===== config.mk =====
export PLATFORM = sky130hd
export DESIGN_NAME = laser_driver_mc
export DESIGN_NICKNAME = d
export VERILOG_FILES = /design/src/rtl/laser_pkg.sv /design/src/rtl/laser_channel.sv /design/src/rtl/laser_driver_mc.sv
export SDC_FILE = /design/constraint.sdc
export NUM_CORES = 1
export LEC_CHECK = 0
export ABC_AREA = 1
export BUFFER_PORTS_ARGS = -buffer_cell sky130_fd_sc_hd__buf_2
export CAP_MARGIN = 10
export CORE_AREA = 5 5 121 208
export DETAILED_ROUTE_END_ITERATION = 6
export DIE_AREA = 0 0 126 213
export GPL_TIMING_DRIVEN = 0
export PLACE_DENSITY_LB_ADDON = 0.2
export SYNTH_ARGS = -nofsm -noshare
export SYNTH_HDL_FRONTEND = slang
export SYNTH_SLANG_ARGS = --single-unit

===== constraint.sdc =====
create_clock -name clk -period 4.6 [get_ports clk]
set_input_delay 0.92 -clock clk [delete_from_list [all_inputs] [get_ports clk]]
set_output_delay 0.92 -clock clk [all_outputs]
set_load 0.1 [all_outputs]

===== src/rtl/laser_pkg.sv =====
// Shared encodings for the multi-channel laser driver: channel modes,
// fault codes and global arm-FSM states.
package laser_pkg;

  localparam logic [1:0] MODE_OFF   = 2'b00;
  localparam logic [1:0] MODE_PWM   = 2'b01;
  localparam logic [1:0] MODE_PULSE = 2'b10;
  localparam logic [1:0] MODE_CW    = 2'b11;

  localparam logic [1:0] FC_NONE      = 2'b00;
  localparam logic [1:0] FC_INTERLOCK = 2'b01;
  localparam logic [1:0] FC_WATCHDOG  = 2'b10;

  localparam logic [1:0] ST_DISARMED = 2'b00;
  localparam logic [1:0] ST_ARMED    = 2'b01;
  localparam logic [1:0] ST_FAULT    = 2'b10;

endpackage


===== src/rtl/laser_channel.sv =====
// One emitter channel: mode mux, registered PWM compare and the
// single-pulse counter with its busy/done handshake.
module laser_channel
  import laser_pkg::*;
#(
  parameter int PWM_W   = 8,
  parameter int PULSE_W = 32
) (
  input  logic               clk_i,
  input  logic               reset_i,
  input  logic [1:0]         mode_i,
  input  logic [PWM_W-1:0]   duty_i,
  input  logic [PWM_W-1:0]   pwm_cnt_i,
  input  logic               armed_i,
  input  logic               stay_armed_i,
  input  logic               pulse_start_i,
  input  logic [PULSE_W-1:0] pulse_len_i,
  output logic               raw_o,
  output logic               busy_o,
  output logic               done_o
);

  logic               raw_q, raw_d;
  logic               busy_q, busy_d;
  logic               done_q, done_d;
  logic [PULSE_W-1:0] cnt_q, cnt_d;
  logic               pwm_raw;
  logic               pulse_raw;

  always_comb begin
    // All-ones duty is forced high so 100% really means every cycle.
    pwm_raw   = (&duty_i) | (pwm_cnt_i < duty_i);
    busy_d    = busy_q;
    cnt_d     = cnt_q;
    done_d    = 1'b0;
    pulse_raw = 1'b0;
    // Abort (no done strobe) when leaving PULSE mode or leaving ARMED.
    if ((mode_i != MODE_PULSE) || !stay_armed_i) begin
      busy_d = 1'b0;
      cnt_d  = '0;
    end else if (busy_q) begin
      if (cnt_q <= PULSE_W'(1)) begin
        busy_d = 1'b0;
        done_d = 1'b1;
        cnt_d  = '0;
      end else begin
        cnt_d     = cnt_q - 1'b1;
        pulse_raw = 1'b1;
      end
    end else if (pulse_start_i && armed_i) begin
      busy_d    = 1'b1;
      cnt_d     = pulse_len_i;
      pulse_raw = |pulse_len_i;
    end

    raw_d = 1'b0;
    case (mode_i)
      MODE_PWM:   raw_d = pwm_raw;
      MODE_PULSE: raw_d = pulse_raw;
      MODE_CW:    raw_d = 1'b1;
      default:    raw_d = 1'b0;
    endcase
  end

  always_ff @(posedge clk_i) begin
    if (reset_i) begin
      raw_q  <= 1'b0;
      busy_q <= 1'b0;
      done_q <= 1'b0;
      cnt_q  <= '0;
    end else begin
      raw_q  <= raw_d;
      busy_q <= busy_d;
      done_q <= done_d;
      cnt_q  <= cnt_d;
    end
  end

  assign raw_o  = raw_q;
  assign busy_o = busy_q;
  assign done_o = done_q;

endmodule


===== src/rtl/laser_driver_mc.sv =====
// Multi-channel laser driver top: global arm/interlock/watchdog FSM, shared
// PWM counter, per-channel engines and final interlock gating of the pads.
module laser_driver_mc
  import laser_pkg::*;
#(
  parameter int NUM_CH    = 4,
  parameter int PWM_W     = 8,
  parameter int PULSE_W   = 32,
  parameter int WD_CYCLES = 100000
) (
  input  logic                      clk,
  input  logic                      reset,
  input  logic                      interlock_safe,
  input  logic                      arm,
  input  logic                      fault_clear,
  input  logic                      wd_kick,
  input  logic [2*NUM_CH-1:0]       ch_mode,
  input  logic [PWM_W*NUM_CH-1:0]   ch_duty,
  input  logic [NUM_CH-1:0]         pulse_start,
  input  logic [PULSE_W*NUM_CH-1:0] pulse_len,
  output logic [NUM_CH-1:0]         laser_out,
  output logic [NUM_CH-1:0]         pulse_busy,
  output logic [NUM_CH-1:0]         pulse_done,
  output logic                      armed,
  output logic                      fault,
  output logic [1:0]                fault_code
);

  localparam logic [31:0] WD_LAST = 32'(WD_CYCLES - 1);

  logic [1:0]        state_q, state_d;
  logic [1:0]        code_q, code_d;
  logic [31:0]       wd_q, wd_d;
  logic [PWM_W-1:0]  pwm_q;
  logic              wd_expire;
  logic              armed_now;
  logic              stay_armed;
  logic [NUM_CH-1:0] ch_raw;

  always_comb begin
    wd_expire = (WD_CYCLES != 0) && (state_q == ST_ARMED) && !wd_kick && (wd_q == WD_LAST);
    state_d   = state_q;
    code_d    = code_q;
    wd_d      = wd_q;
    case (state_q)
      ST_DISARMED: begin
        if (arm && interlock_safe) begin
          state_d = ST_ARMED;
          wd_d    = '0;
        end
      end
      ST_ARMED: begin
        wd_d = wd_kick ? '0 : wd_q + 1'b1;
        // Interlock outranks the watchdog when both hit in one cycle.
        if (!interlock_safe) begin
          state_d = ST_FAULT;
          code_d  = FC_INTERLOCK;
        end else if (wd_expire) begin
          state_d = ST_FAULT;
          code_d  = FC_WATCHDOG;
        end else if (!arm) begin
          state_d = ST_DISARMED;
        end
      end
      ST_FAULT: begin
        if (fault_clear && interlock_safe) begin
          state_d = ST_DISARMED;
          code_d  = FC_NONE;
        end
      end
      default: begin
        state_d = ST_DISARMED;
        code_d  = FC_NONE;
      end
    endcase
  end

  always_ff @(posedge clk) begin
    if (reset) begin
      state_q <= ST_DISARMED;
      code_q  <= FC_NONE;
      wd_q    <= '0;
      pwm_q   <= '0;
    end else begin
      state_q <= state_d;
      code_q  <= code_d;
      wd_q    <= wd_d;
      pwm_q   <= pwm_q + 1'b1;
    end
  end

  assign armed_now  = (state_q == ST_ARMED);
  assign stay_armed = (state_d == ST_ARMED);

  for (genvar g = 0; g < NUM_CH; g++) begin : g_ch
    laser_channel #(
      .PWM_W   (PWM_W),
      .PULSE_W (PULSE_W)
    ) u_ch (
      .clk_i         (clk),
      .reset_i       (reset),
      .mode_i        (ch_mode[2*g +: 2]),
      .duty_i        (ch_duty[PWM_W*g +: PWM_W]),
      .pwm_cnt_i     (pwm_q),
      .armed_i       (armed_now),
      .stay_armed_i  (stay_armed),
      .pulse_start_i (pulse_start[g]),
      .pulse_len_i   (pulse_len[PULSE_W*g +: PULSE_W]),
      .raw_o         (ch_raw[g]),
      .busy_o        (pulse_busy[g]),
      .done_o        (pulse_done[g])
    );
  end

  // Combinational on interlock_safe so an interlock drop kills the pads immediately.
  assign laser_out  = ch_raw & {NUM_CH{armed_now & interlock_safe}};
  assign armed      = armed_now;
  assign fault      = (state_q == ST_FAULT);
  assign fault_code = code_q;

endmodule


==> flow_summary.html <==
<table>
<tr><th>Metric</th><th>Value</th></tr>
<tr><th colspan="2">Clocking</th></tr>
<tr><td>Clock transition time at the flip-flop clock pins of the worst setup and hold paths</td><td>0.07 ns</td></tr>
<tr><td>H-Tree Level Count</td><td>4</td></tr>
<tr><td>Clock root buffer</td><td>sky130_fd_sc_hd__clkbuf_16</td></tr>
<tr><td>Clock Latency Late Sink</td><td>0.47 ns</td></tr>
<tr><td>Total of cells resized after clock tree synthesis</td><td>0</td></tr>
<tr><td>Max Root-Sink Buffers</td><td>2</td></tr>
<tr><td>Post-cts hold buffer count</td><td>0</td></tr>
<tr><td>Clock tree from TritonCTS</td><td>built</td></tr>
<tr><td>Post-CTS setup repair buffer count</td><td>0</td></tr>
<tr><td>Clock sink count</td><td>184</td></tr>
<tr><td>CTS buffer count</td><td>17</td></tr>
<tr><th colspan="2">Power and ir drop</th></tr>
<tr><td>Power Dens Cells</td><td>230.1 nW/um^2</td></tr>
<tr><td>Largest voltage drop on the vdd net</td><td>0.0002632 V</td></tr>
<tr><td>Static leakage power</td><td>0.008020 uW</td></tr>
<tr><th colspan="2">Synthesis</th></tr>
<tr><td>Adder and majority gate portion of the synthesized area</td><td>3.425%</td></tr>
<tr><td>Main combinational cell family by area after synthesis</td><td>simple AND/OR/NAND/NOR gates</td></tr>
<tr><td>Simple-gate area share of the yosys netlist</td><td>38.77%</td></tr>
<tr><td>Mean post-synth cell area</td><td>5.890 um^2</td></tr>
<tr><td>Gate count after technology mapping</td><td>2,357</td></tr>
<tr><td>Async set or reset register ratio after synthesis</td><td>0%</td></tr>
<tr><td>Multiplexer area fraction after synthesis</td><td>0%</td></tr>
<tr><td>Number of distinct library cell variants in the gate-level netlist after synthesis</td><td>44</td></tr>
<tr><td>Syn Std Cell Area</td><td>13,880 um^2</td></tr>
<tr><td>Synthesized Nets</td><td>2,573</td></tr>
<tr><td>Total of warnings raised by yosys</td><td>0</td></tr>
<tr><td>Post-synthesis sequential area ratio</td><td>26.53%</td></tr>
<tr><td>FF+latch count, synth</td><td>184</td></tr>
<tr><td>Number of flops mapped to enable cells by yosys</td><td>0</td></tr>
<tr><td>Complex-gate fraction of the synthesized area</td><td>15.69%</td></tr>
<tr><td>Dominant register cell in the synthesized netlist</td><td>sky130_fd_sc_hd__dfxtp_1</td></tr>
<tr><td>Synth Area in XOR/XNOR</td><td>5.615%</td></tr>
<tr><th colspan="2">Finish</th></tr>
<tr><td>Antenna Diode Count</td><td>0</td></tr>
<tr><td>Fraction of layout instances using a drive strength above 1</td><td>11.50%</td></tr>
<tr><td>Area taken by multi-input logic gates</td><td>8816 um^2</td></tr>
<tr><td>Post-layout net count</td><td>2,785</td></tr>
<tr><td>Utilization after layout</td><td>67.94%</td></tr>
<tr><td>Synth-to-layout area growth</td><td>14.20%</td></tr>
<tr><td>Filler instances</td><td>2,281</td></tr>
<tr><td>Area taken by flip-flops and latches</td><td>3684 um^2</td></tr>
<tr><td>Cell area after layout</td><td>15,850 um^2</td></tr>
<tr><th colspan="2">Timing</th></tr>
<tr><td>Remaining max-slew budget at the tightest pin</td><td>39.96%</td></tr>
<tr><td>Share of the cycle needed by the critical path after routing</td><td>65.52%</td></tr>
<tr><td>Max-slew violation count</td><td>0</td></tr>
<tr><td>Worst Hold Margin</td><td>0.4584 ns</td></tr>
<tr><td>Minimum clock period</td><td>3.014 ns</td></tr>
<tr><td># setup viols final</td><td>0</td></tr>
<tr><td>Upper clock frequency limit</td><td>331.8 MHz</td></tr>
<tr><td>Worst Tran Pin Value</td><td>0.8924 ns</td></tr>
<tr><td>Total Negative Setup Slacks</td><td>0 ns</td></tr>
<tr><td>Unrepaired setup endpoints after global routing</td><td>false</td></tr>
<tr><td>Final number of hold-violating endpoints</td><td>0</td></tr>
<tr><td>Skew final</td><td>0.01211 ns</td></tr>
<tr><th colspan="2">Global routing</th></tr>
<tr><td>Number of antenna violations at the first check in global routing</td><td>1</td></tr>
<tr><td>GR Util All Layers</td><td>36.80%</td></tr>
<tr><td>Via count of the first global-routing pass</td><td>16,260</td></tr>
<tr><td>Largest net degree at the start of global routing</td><td>17</td></tr>
<tr><td>Grt total ovfl</td><td>0</td></tr>
<tr><td>Wire length of the first global-routing pass</td><td>78.31 mm</td></tr>
<tr><th colspan="2">Place</th></tr>
<tr><td>Number of buffer cells added on primary ports</td><td>193</td></tr>
<tr><td>Placed cell areas</td><td>15,230 um^2</td></tr>
<tr><td>GPL Wtd Cong</td><td>1.017</td></tr>
<tr><td>Final HPWL from detailed placement</td><td>40.63 mm</td></tr>
<tr><th colspan="2">Die</th></tr>
<tr><td>Die footprint</td><td>26,840 um^2</td></tr>
<tr><td>Die width</td><td>126 um</td></tr>
<tr><td>Core box area</td><td>23,330 um^2</td></tr>
<tr><td>Starting density of the core</td><td>59.50%</td></tr>
<tr><td>IO Pins</td><td>194</td></tr>
<tr><td>Height of the die</td><td>213 um</td></tr>
<tr><td>Number of cell rows</td><td>74</td></tr>
<tr><th colspan="2">Routing</th></tr>
<tr><td>First-pass iteration count of the detailed router</td><td>6</td></tr>
<tr><td>Average wire length per cell after detail routing</td><td>17.62 um</td></tr>
<tr><td>Number of design rule violations left after detail routing</td><td>0</td></tr>
<tr><td>Via density per instance</td><td>5.756</td></tr>
<tr><td>Vias post-DR</td><td>16,610</td></tr>
<tr><td>Initial DRC count</td><td>1,163</td></tr>
<tr><td>Number of nets with antenna violations after detailed routing</td><td>0</td></tr>
<tr><td>Final wirelength</td><td>50.86 mm</td></tr>
<tr><th colspan="2">Run status</th></tr>
<tr><td>Result of the run</td><td>finished, final reports clean</td></tr>
<tr><th colspan="2">Hold path</th></tr>
<tr><td>Path type of the worst min-delay path</td><td>reg2reg</td></tr>
<tr><td>HP Start</td><td>fault_code[0]$_SDFFE_PP0P_</td></tr>
<tr><th colspan="2">Worst setup path</th></tr>
<tr><td>Critical path class</td><td>in2out</td></tr>
<tr><td>Worst path arrival time</td><td>2.09 ns</td></tr>
<tr><td>Nature of the critical path startpoint</td><td>input port</td></tr>
<tr><td>CP required</td><td>3.68 ns</td></tr>
<tr><td>R2R Path Start</td><td>g_ch[3].u_ch.cnt_q[0]$_SDFFE_PP0P_</td></tr>
<tr><td>Nature of the critical path endpoint</td><td>output port</td></tr>
<tr><td>Critical Path Fanout Max</td><td>4</td></tr>
<tr><td>Timing startpoint of the critical path</td><td>interlock_safe</td></tr>
<tr><th colspan="2">Run</th></tr>
<tr><td>Count of max-cap constraint violations</td><td>0</td></tr>
</table>
-- power by group --
| group | switching, uW | internal [uW] | leakage, uW |
|---|---|---|---|
| sequential | 8.47 | 1600 | 0.00148 |
| clock | 676 | 951 | 0.000304 |
| combinational | 274 | 139 | 0.00623 |
-- cell usage in the layout (no fill, tap or decap), types with 4 or more instances in the layout --
master / n
sky130_fd_sc_hd__dfxtp_1: 184
sky130_fd_sc_hd__o21a_1: 5
sky130_fd_sc_hd__a21oi_1: 176
sky130_fd_sc_hd__buf_4: 9
sky130_fd_sc_hd__o21ai_1: 5
sky130_fd_sc_hd__nor4_1: 8
sky130_fd_sc_hd__buf_6: 9
sky130_fd_sc_hd__clkbuf_16: 17
sky130_fd_sc_hd__o21ai_0: 173
sky130_fd_sc_hd__nor2_1: 414
sky130_fd_sc_hd__inv_1: 232
sky130_fd_sc_hd__nand3_1: 200
sky130_fd_sc_hd__or2_2: 6
sky130_fd_sc_hd__xor2_1: 89
sky130_fd_sc_hd__o2111ai_1: 29
sky130_fd_sc_hd__bufinv_16: 4
sky130_fd_sc_hd__nand2_2: 11
sky130_fd_sc_hd__buf_1: 8
sky130_fd_sc_hd__nand2_1: 600
sky130_fd_sc_hd__nor3_1: 35
sky130_fd_sc_hd__buf_2: 212
sky130_fd_sc_hd__ha_1: 38
sky130_fd_sc_hd__nor2_2: 5
sky130_fd_sc_hd__nand4_1: 18
sky130_fd_sc_hd__clkbuf_1: 49
sky130_fd_sc_hd__inv_2: 9
sky130_fd_sc_hd__and2_1: 5
-- cell usage after synthesis, types with 3 or more instances --
| library cell | count | area (um^2) |
|---|---|---|
| sky130_fd_sc_hd__ha_1 | 38 | 475.5 |
| sky130_fd_sc_hd__or2_2 | 6 | 37.54 |
| sky130_fd_sc_hd__a211oi_1 | 3 | 22.52 |
| sky130_fd_sc_hd__a31oi_1 | 3 | 18.77 |
| sky130_fd_sc_hd__buf_1 | 8 | 30.03 |
| sky130_fd_sc_hd__nand2_2 | 11 | 68.82 |
| sky130_fd_sc_hd__nor4_1 | 8 | 50.05 |
| sky130_fd_sc_hd__o21ai_0 | 173 | 865.8 |
| sky130_fd_sc_hd__and2_1 | 5 | 31.28 |
| sky130_fd_sc_hd__buf_4 | 9 | 67.56 |
| sky130_fd_sc_hd__nor2_2 | 5 | 31.28 |
| sky130_fd_sc_hd__o21ai_1 | 5 | 25.02 |
| sky130_fd_sc_hd__buf_2 | 19 | 95.09 |
| sky130_fd_sc_hd__xor2_1 | 89 | 779.5 |
| sky130_fd_sc_hd__inv_2 | 9 | 33.78 |
| sky130_fd_sc_hd__clkbuf_1 | 45 | 168.9 |
| sky130_fd_sc_hd__nand4_1 | 18 | 112.6 |
| sky130_fd_sc_hd__o2111ai_1 | 29 | 254.0 |
| sky130_fd_sc_hd__dfxtp_1 | 184 | 3684 |
| sky130_fd_sc_hd__nor2_1 | 414 | 1554 |
| sky130_fd_sc_hd__buf_6 | 9 | 101.4 |
| sky130_fd_sc_hd__nor3_1 | 35 | 175.2 |
| sky130_fd_sc_hd__inv_1 | 232 | 870.8 |
| sky130_fd_sc_hd__nand3_1 | 200 | 1001 |
| sky130_fd_sc_hd__nand2_1 | 600 | 2252 |
| sky130_fd_sc_hd__o21a_1 | 5 | 37.54 |
| sky130_fd_sc_hd__a21oi_1 | 176 | 880.8 |
-- through the flow --
stage	worst slack, ns	instances	power [uW]
6_report	1.586	2886	3648
2_1_floorplan	1.242	2357	1857
5_1_grt	1.475	2886	3741
4_1_cts	1.622	2886	3636
3_5_place_dp	1.629	2854	2046
3_3_place_gp	1.610	2854	2037
-- sequential cells by signal (all words and copies together) (netlist names) --
register	cells
g_ch.u_ch.cnt_q	128
wd_q	32
pwm_q	8
g_ch.u_ch.busy_o	4
g_ch.u_ch.done_o	4
g_ch.u_ch.raw_o	4
fault_code	2
state_q	2
-- layer usage --
layer / track usage (%) / vias to the layer above / routed length, um
li1: - / 8059 / -
met5: 0 / - / 16
met1: 36.80 / 7479 / 17370
met2: 66.92 / 810 / 25280
met3: 5.782 / 263 / 3769
met4: 29.40 / 2 / 4429
-- critical path, cell delays in order --
cell and delay [ns]:
sky130_fd_sc_hd__buf_2 0.12, sky130_fd_sc_hd__inv_1 0.05, sky130_fd_sc_hd__nor2_1 0.18, sky130_fd_sc_hd__inv_1 0.18, sky130_fd_sc_hd__nor2_1 0.18, sky130_fd_sc_hd__buf_2 0.46
-- kinds of logic after synthesis --
group           count (synthesis)
compound gates                403
simple gates                 1309
buf+inv                       334
fa+ha+maj                      38
flops                         184
xor+xnor                       89
-- path summary, 6_finish.rpt --
| path | endpoint | cells after the start | slack, ns |
|---|---|---|---|
| max | laser_out[2] | 6 | 1.59 |
| max reg2reg | g_ch[3].u_ch.cnt_q[12]$_SDFFE_PP0P_ | 10 | 2.22 |
| min | fault_code[0]$_SDFFE_PP0P_ | 2 | 0.46 |
| min reg2reg | fault_code[0]$_SDFFE_PP0P_ | 2 | 0.46 |
-- cell type report --
| cell class | instances | share of cell area [%] |
|---|---|---|
| clock inverters | 8 | 0.8998 |
| plain buffers | 91 | 2.952 |
| well taps | 304 | 2.399 |
| repair buffers | 193 | 6.093 |
| inverters | 243 | 5.770 |
| flip-flops and latches | 184 | 23.24 |
| clock buffers | 24 | 3.039 |
| multi-input cells | 1839 | 55.61 |
Power figures use the tool's default switching activity.
